**src/rtl/shift_pkg.sv**
```systemverilog
// shift_pkg: shared shift-type codes, sequencer state enum and word width for the register-amount shift path
package shift_pkg;
  localparam int WORD_W = 32;
  localparam logic [1:0] SH_LSL = 2'b00;
  localparam logic [1:0] SH_LSR = 2'b01;
  localparam logic [1:0] SH_ASR = 2'b10;
  localparam logic [1:0] SH_ROR = 2'b11;
  typedef enum logic [1:0] {IDLE, SHIFT, DONE} seq_state_t;
endpackage

```
**src/rtl/shift_step.sv**
```systemverilog
// shift_step: combinational shift of val by k (0..2**STEP_LOG2) for type typ; res is the shifted word, cout the last bit shifted out (ROR: new bit31)
module shift_step
  import shift_pkg::*;
#(
  parameter int STEP_LOG2 = 2
) (
  input  logic [WORD_W-1:0]  val,
  input  logic [1:0]         typ,
  input  logic [STEP_LOG2:0] k,
  output logic [WORD_W-1:0]  res,
  output logic               cout
);
  logic [WORD_W:0] l, r;
  logic signed [WORD_W:0] a;
  logic [WORD_W-1:0] ror;
  always_comb begin
    l = {1'b0, val} << k;
    a = $signed({val, 1'b0}) >>> k;
    r = typ == SH_ASR ? unsigned'(a) : {val, 1'b0} >> k;
    ror = (val >> k) | (val << (6'(WORD_W) - 6'(k)));
    res = typ == SH_LSL ? l[WORD_W-1:0] : typ == SH_ROR ? ror : r[WORD_W:1];
    cout = typ == SH_LSL ? l[WORD_W] : typ == SH_ROR ? ror[WORD_W-1] : r[0];
  end
endmodule

```
**src/rtl/shift_sequencer.sv**
```systemverilog
// shift_sequencer: multi-cycle register-amount shifter (start/shift_type/val_rm/shift_amt/carry_in in; busy/done/result and, with SHIFT_SEQ_CARRY_EN, carry_out out)
module shift_sequencer
  import shift_pkg::*;
#(
  parameter int STEP_LOG2 = 2
) (
  input  logic              clk,
  input  logic              rst,
  input  logic              start,
  input  logic [1:0]        shift_type,
  input  logic [WORD_W-1:0] val_rm,
  input  logic [7:0]        shift_amt,
  input  logic              carry_in,
  output logic              busy,
  output logic              done,
  output logic [WORD_W-1:0] result
`ifdef SHIFT_SEQ_CARRY_EN
  ,
  output logic              carry_out
`endif
);
  localparam int STEP = 1 << STEP_LOG2;
  localparam int KW = STEP_LOG2 + 1;
  seq_state_t state;
  logic [4:0] rem;
  logic [1:0] typ;
  logic [WORD_W-1:0] work, st_val, sc_val;
  logic [KW-1:0] k;
  logic st_c, accept, big, iter;
  shift_step #(.STEP_LOG2(STEP_LOG2)) u_step (.val(work), .typ(typ), .k(k), .res(st_val), .cout(st_c));
`ifdef SHIFT_SEQ_CARRY_EN
  logic carry, sc_c;
  always_comb begin
    sc_c = shift_amt == 8'd0 ? carry_in
         : shift_type == SH_ROR || shift_type == SH_ASR ? val_rm[WORD_W-1]
         : shift_amt == 8'd32 ? (shift_type == SH_LSL ? val_rm[0] : val_rm[WORD_W-1])
         : 1'b0;
  end
  assign carry_out = carry;
`else
  logic unused_carry;
  assign unused_carry = ^{carry_in, st_c};
`endif
  always_comb begin
    accept = start && state != SHIFT;
    big = shift_amt[7:5] != 3'd0;
    iter = shift_amt[4:0] != 5'd0 && (shift_type == SH_ROR || !big);
    sc_val = shift_amt == 8'd0 || shift_type == SH_ROR ? val_rm
           : shift_type == SH_ASR ? {WORD_W{val_rm[WORD_W-1]}} : '0;
    k = KW'(rem > 5'(STEP) ? 5'(STEP) : rem);
    busy = state != IDLE;
    done = state == DONE;
    result = work;
  end
  always_ff @(posedge clk) begin
    if (rst) begin
      state <= IDLE;
      rem <= '0;
      typ <= SH_LSL;
      work <= '0;
`ifdef SHIFT_SEQ_CARRY_EN
      carry <= 1'b0;
`endif
    end else if (accept) begin
      state <= iter ? SHIFT : DONE;
      rem <= iter ? shift_amt[4:0] : 5'd0;
      typ <= shift_type;
      work <= iter ? val_rm : sc_val;
`ifdef SHIFT_SEQ_CARRY_EN
      carry <= iter ? carry_in : sc_c;
`endif
    end else if (state == SHIFT) begin
      state <= rem == 5'(k) ? DONE : SHIFT;
      rem <= rem - 5'(k);
      work <= st_val;
`ifdef SHIFT_SEQ_CARRY_EN
      carry <= st_c;
`endif
    end else if (state == DONE) begin
      state <= IDLE;
    end
  end
endmodule

```
**config.mk**
```make
export PLATFORM = sky130hd
export DESIGN_NAME = shift_sequencer
export DESIGN_NICKNAME = d
export VERILOG_FILES = /design/src/rtl/shift_pkg.sv /design/src/rtl/shift_step.sv /design/src/rtl/shift_sequencer.sv
export SDC_FILE = /design/constraint.sdc
export NUM_CORES = 1
export LEC_CHECK = 0
export ABC_AREA = 1
export CORE_MARGIN = 3
export CORE_UTILIZATION = 45
export DETAILED_ROUTE_END_ITERATION = 10
export PLACE_DENSITY = 0.66
export SLEW_MARGIN = 10
export SYNTH_ARGS = -nofsm -noshare
export SYNTH_HDL_FRONTEND = slang
export SYNTH_SLANG_ARGS = --single-unit
```
**constraint.sdc**
```tcl
create_clock -name clk -period 6.9 [get_ports clk]
set_clock_uncertainty 0.05 [all_clocks]
set_input_delay 1.035 -clock clk [delete_from_list [all_inputs] [get_ports clk]]
set_output_delay 1.035 -clock clk [all_outputs]
set_load 0.02 [all_outputs]
```
==> reports/metrics.cfg, run 1 <==
[logic_synthesis]
syn_nets=980
synth_cells=930
synth-seq-area-share=0.164
synth_flop_cell=dfxtp_1
syn_area_per_cell_um2=5.39
synth-edff-count=0
synth.ff_latch_count=41
synthDistinctLibCells=50
ys_warn_count=0
netlist_area_um2=5010
async_reset_ff_frac=0

[floorplanning]
rows=37
die_area_um2=12400
boundaryPins=80
die_x_um=112
start_util=0.475
coreArea_um2=10600
die_y_um=112

[clock_network]
cts_root_buf=clkbuf_8
cts.sinks=41
cts_setup_buffers=0
cts_tree=done
postCtsResizedCells=0
numCtsBuffers=5
clock_path_buffers=2
htree_levels=2
path_clk_slew_ns=0.10
clk-insertion-delay-late_ns=0.32
cts_hold_buf=0

[placement]
gp_congestion=1.03
pre_cts_ws_ns=2.99
placed_cells=1095
portBuffers=78
place_hpwl_um=16200

[critical_path]
start_kind=flip-flop
path_delay_family=simple AND/OR/NAND/NOR gates
path_max_fanout=47
path_cells=nor2_4 > nand2_4 > nor2_2 > inv_2 > buf_4 > ha_1 > ha_1 > inv_1 > nand3_1 > nor2_1 > nor2_1 > nand2_1 > nand2_1 > nand2_1 > nand2_1 > a21oi_1
worstPathRequired_ns=7.10
crit_slowest_cell=inv_1
cp_slowest_stage_delay_ns=0.55
cp.buffers_inverters=3
crit_type=flip-flop to flip-flop
path_common_cell=nand2_1
cp-end-kind=flip-flop
cp.arrival_ns=4.24

[run]
drv_cap=0

[timing]
final.setup.worst_slack_ns=2.86
min_period_ns=4.04
slew_viol_final=0
final-hold-violation-count=0
finalSetupTns_ns=0
post-route-period-util=0.585
finalSetupViolations=0
worst-slew-pin-transition_ns=1.02
relSlewSlack=0.319
rsz0062_at_grt=false
fmax_mhz=248

[layout]
nFillCells=1112
finalNonFillerCells=1103
final_nets=1016
drive_above_1_share=0.0558
area_growth_syn_to_layout_pct=17.2
n_antenna_cell=0

[global_routing]
grt_pass1_vias=6258
grt_pass1_wl_um=34000
grt_overflow_total=0
antenna_found_initial=0
grt_max_degree=57
grt_usage=0.340

[worst_hold_path]
worstHoldPathType=flip-flop to flip-flop

[detailed_routing]
vias=6837
remaining_drc_errors=0
firstDrtPassIters=8
antenna_left=0
avgViaCountPerCell=6.20
wire_per_inst_um=19.9
drt-initial-drc-count=1072
drt-total-wl_um=22000

[power_and_ir_drop]
power_density_nw_per_um2=175
power.leakage_nw=2.54
peakVddDrop_mv=0.126

[outcome]
status=complete, no violations

-- where the power goes --
| part | internal (mW) | leakage, nW | switching (mW) |
|---|---|---|---|
| combinational | 0.177 | 2.15 | 0.354 |
| sequential | 0.255 | 0.337 | 0.0297 |
| clock | 0.109 | 0.0543 | 0.103 |
| total | 0.541 | 2.54 | 0.488 |
-- stage by stage --
stage	hold slack, ns	power, mW	area (um2)	util
3_5_place_dp	0.504	0.799	5750	0.545
2_1_floorplan	0.483	0.621	5010	-
5_1_grt	0.545	1.08	5870	0.556
3_3_place_gp	0.489	0.793	5750	0.545
6_report	0.528	1.03	5870	0.556
4_1_cts	0.526	1.01	5870	0.556
-- area by class of cell --
cell class              instances  area, um2  area share
well taps                     136        170      0.0290
inverters                      83        312      0.0531
clock buffers                   5       68.8      0.0117
clock inverters                 3       46.3     0.00789
flip-flops and latches         41        821       0.140
multi-input cells             742       3560       0.606
repair buffers                 93        893       0.152
-- Yosys cell counts, types with 2 or more instances --
cell type,instances,area share
a31oi_1,4,0.0050
inv_1,76,0.057
buf_6,6,0.013
or2_2,3,0.0037
nor2_4,2,0.0045
nand2_1,317,0.24
a21oi_2,2,0.0035
nand3_1,120,0.12
inv_2,7,0.0052
a21o_1,2,0.0030
a221oi_1,2,0.0035
a21oi_1,86,0.086
nand4_1,12,0.015
o22ai_1,15,0.019
buf_4,2,0.0030
ha_1,4,0.010
a22oi_1,2,0.0030
conb_1,2,0.0015
nor3_1,3,0.0030
o21ai_2,5,0.0087
o21ai_0,69,0.069
dfxtp_1,41,0.16
o21ai_1,17,0.017
buf_1,4,0.0030
nand2_2,3,0.0037
o211ai_1,15,0.022
buf_2,24,0.024
o21a_1,6,0.0090
clkbuf_1,28,0.021
nor2_1,28,0.021
a211oi_1,3,0.0045
nor2_2,2,0.0025
-- flip-flops by register name, summed over array words and instances (netlist names) --
register,cells
result,32
state,2
rem,5
typ,2
-- cell usage in the layout, fill, tap and decap left out, drive strengths merged, types with 2 or more instances in the layout --
cell type      netlist  routed
dfxtp               41      41
or2                  4       4
a21o                 2       2
a211oi               3       3
o22ai               15      15
nand4               12      12
buf                 36      15
nor2                33      33
a21oi               88      88
clkbuf              28       5
a221oi               2       2
o211ai              16      16
a22oi                2       2
clkdlybuf4s50        0      78
inv                 83      83
nand2              321     321
a31oi                4       4
nand3              121     121
ha                   4       4
nor3                 4       4
o21ai               91      91
o21a                 6       6
conb                 2       2
-- per-layer routing --
metal	GRT usage	up-vias	routed length (um)
met2	0.521	466	9470
met3	0.0707	55	2560
met4	0.111	0	650
met1	0.477	3129	9290
met5	0	-	0
li1	-	3187	-
-- worst register-to-register path, cell delays in order, from the launching register on --
cell     delay [ns]
dfxtp_1        0.35
nor2_4         0.31
nand2_4        0.34
nor2_2         0.24
inv_2          0.04
buf_4          0.29
ha_1           0.32
ha_1           0.51
inv_1          0.55
nand3_1        0.22
nor2_1         0.20
nor2_1         0.08
nand2_1        0.06
nand2_1        0.05
nand2_1        0.19
nand2_1        0.07
a21oi_1        0.12
-- path summary, 6_finish.rpt --
path / from / to / slack, ns / depth (start not counted)
min: result[30] / result[30] / 0.53 / 2
max: rem[4] / result[24] / 2.86 / 16
min reg2reg: result[30] / result[30] / 0.53 / 2
max reg2reg: rem[4] / result[24] / 2.86 / 16
-- logic make-up (layout without fill, tap and decap cells) --
logic type               Yosys count  after routing  synth area share
other                              2              2           0.00150
buffers and inverters            147            184             0.127
multiplexers                       1              1           0.00200
flip-flops                        41             41             0.164
XOR/XNOR                           1              1           0.00175
adder cells (fa/ha/maj)            4              4           0.00999
AND/OR/NAND/NOR                  498            498             0.426
AO/OA/AOI/OAI                    236            236             0.268
Note: power is estimated with default switching activity, not from simulation.
==> run 2: changes to the inputs <==
Settings changed: PLACE_DENSITY 0.66 to 0.69.
Clock period 6.9 ns to 3.3 ns, I/O delays scaled along.
==> run 2 against run 1 <==
- worst setup slack got worse by 2.4 ns
- combinational power rose by 110%
- sequential share of layout area fell by 0.30 points
- clock power rose by 71%
- register-to-register slack got worse by 2.4 ns
- design area rose by 2.2%
- utilization rose by 1.2 points
- global-route usage rose by 0.075 points
- final cell count rose by 1.7%
- die area did not move
- non-clock buffer count rose by 19
- critical path depth fell by 3
==> reports/metrics.cfg, run 2 (synthesized netlist as in run 1, its figures left out) <==
[critical_path]
crit_slowest_cell=inv_1
path_max_fanout=16
crit_type=flip-flop to flip-flop
cp.arrival_ns=3.03
cp-end-kind=flip-flop
r2r-start=rem[4]
path_common_cell=nand2_1
reg2reg_depth=13
rrSetupSlack_ns=0.49
worstPathRequired_ns=3.52
cp.buffers_inverters=1
cp_slowest_stage_delay_ns=0.41
path_delay_family=simple AND/OR/NAND/NOR gates
r2r-end=result[29]
path_cells=nor2_4 > nand3_2 > ha_1 > ha_1 > inv_1 > nand2_1 > nand3_1 > nand3_1 > nand2_1 > nand2_1 > nand2_1 > nand2_1 > a21oi_1
crit_cells=13
start_kind=flip-flop

[layout]
layout_commonest_cell=nand2_1
area_growth_syn_to_layout_pct=19.7
multiInputGateArea_um2=3560
largest_reg_flops=32
final_nets=1035
nFillCells=1156
mostFrequentLayoutCells=317 x nand2_1, 120 x nand3_1, 86 x a21oi_1
drive_above_1_share=0.0730
finalNonFillerCells=1122
n_antenna_cell=0
register_area_um2=821

[timing]
relSlewSlack=0.230
final-hold-violation-count=0
slew_viol_final=0
whs_ns=0.526
post-route-period-util=0.850
worst-slew-pin-transition_ns=1.15
finalSetupTns_ns=0
rsz0062_at_grt=false
finalSetupViolations=0
fmax_mhz=356
min_period_ns=2.81

[floorplanning]
rows=37
die_x_um=112
boundaryPins=80
coreArea_um2=10600
die_y_um=112
start_util=0.475
die_area_um2=12400

[clock_network]
numCtsBuffers=5
postCtsResizedCells=0
clock_path_buffers=2
clk-insertion-delay-late_ns=0.34
htree_levels=2
cts_hold_buf=0
cts_tree=done
cts_root_buf=clkbuf_8
path_clk_slew_ns=0.09
cts.sinks=41
cts_setup_buffers=0

[worst_hold_path]
min_to=result[4]
worstHoldPathType=flip-flop to flip-flop
worstHoldStart=result[4]
hold_depth=2

[detailed_routing]
wire_per_inst_um=19.1
vias=6659
firstDrtPassIters=6
antenna_left=0
avgViaCountPerCell=5.93
drt-total-wl_um=21400
remaining_drc_errors=0
drt-initial-drc-count=947

[run]
drv_cap=0

[power_and_ir_drop]
power_density_nw_per_um2=347
power.leakage_nw=2.62
peakVddDrop_mv=0.215

[global_routing]
antenna_found_initial=0
grt_pass1_vias=6156
grt_overflow_total=0
grt_pass1_wl_um=33800
grt_usage=0.341
grt_max_degree=49

[placement]
gp_congestion=0.999
portBuffers=78
place_hpwl_um=16200
placed_cells=1114

[outcome]
status=complete, no violations

[run 2: cell count changes in the layout (fill, tap and decap cells not counted), sizes merged]
cell | before | now
buf | 15 | 34
bufinv | 1 | 0
clkbuf | 5 | 6
clkinv | 1 | 0
clkinvlp | 1 | 2
[run 2: worst max path at each step]
stage / end / startpoint / slack (ns)
2_1_floorplan: result[30] / rem[1] / 0.70
3_3_place_gp: result[29] / rem[4] / 0.60
3_5_place_dp: result[29] / rem[4] / 0.59
4_1_cts: result[29] / rem[4] / 0.56
5_1_grt: result[24] / rem[4] / 0.30
6_report: result[29] / rem[4] / 0.49
[run 2: area by class of cell]
type / instances / area share
multi-input combinational: 742 / 0.593
timing repair buffer: 112 / 0.175
sequential: 41 / 0.137
inverter: 83 / 0.0520
tap: 136 / 0.0284
clock buffer: 6 / 0.0121
clock inverter: 2 / 0.00250
[run 2: stage by stage]
step	total power, mW	setup slack, ns	utilization	instance area [um2]
floorplan	1.30	0.704	-	5010
global placement	1.69	0.602	0.560	5910
detailed placement	1.69	0.592	0.560	5910
CTS	2.05	0.562	0.568	6000
global route	2.22	0.297	0.568	6000
finish	2.08	0.494	0.568	6000
[run 2: power breakdown]
| group | total, mW | internal, mW | switching [mW] |
|---|---|---|---|
| Clock | 0.363 | 0.149 | 0.214 |
| Sequential | 0.593 | 0.534 | 0.0593 |
| Combinational | 1.12 | 0.399 | 0.724 |
| Total | 2.08 | 1.08 | 0.996 |
[run 2: worst min-delay path: cells and delay by family (launching register included)]
family	cells	cell delay [ns]
flip-flops	1	0.33
AO/OA/AOI/OAI	2	0.20
[run 2: routing by layer]
metal	share of wire	track usage
met5	0	0
met4	0.025	0.0900
met3	0.13	0.0957
met2	0.41	0.497
met1	0.44	0.492
==> run 3: changes to the inputs <==
Settings changed: SLEW_MARGIN 10 to 15.
==> results of run 3 <==
The final DEF is identical to that of run 2; final timing and power are the same.
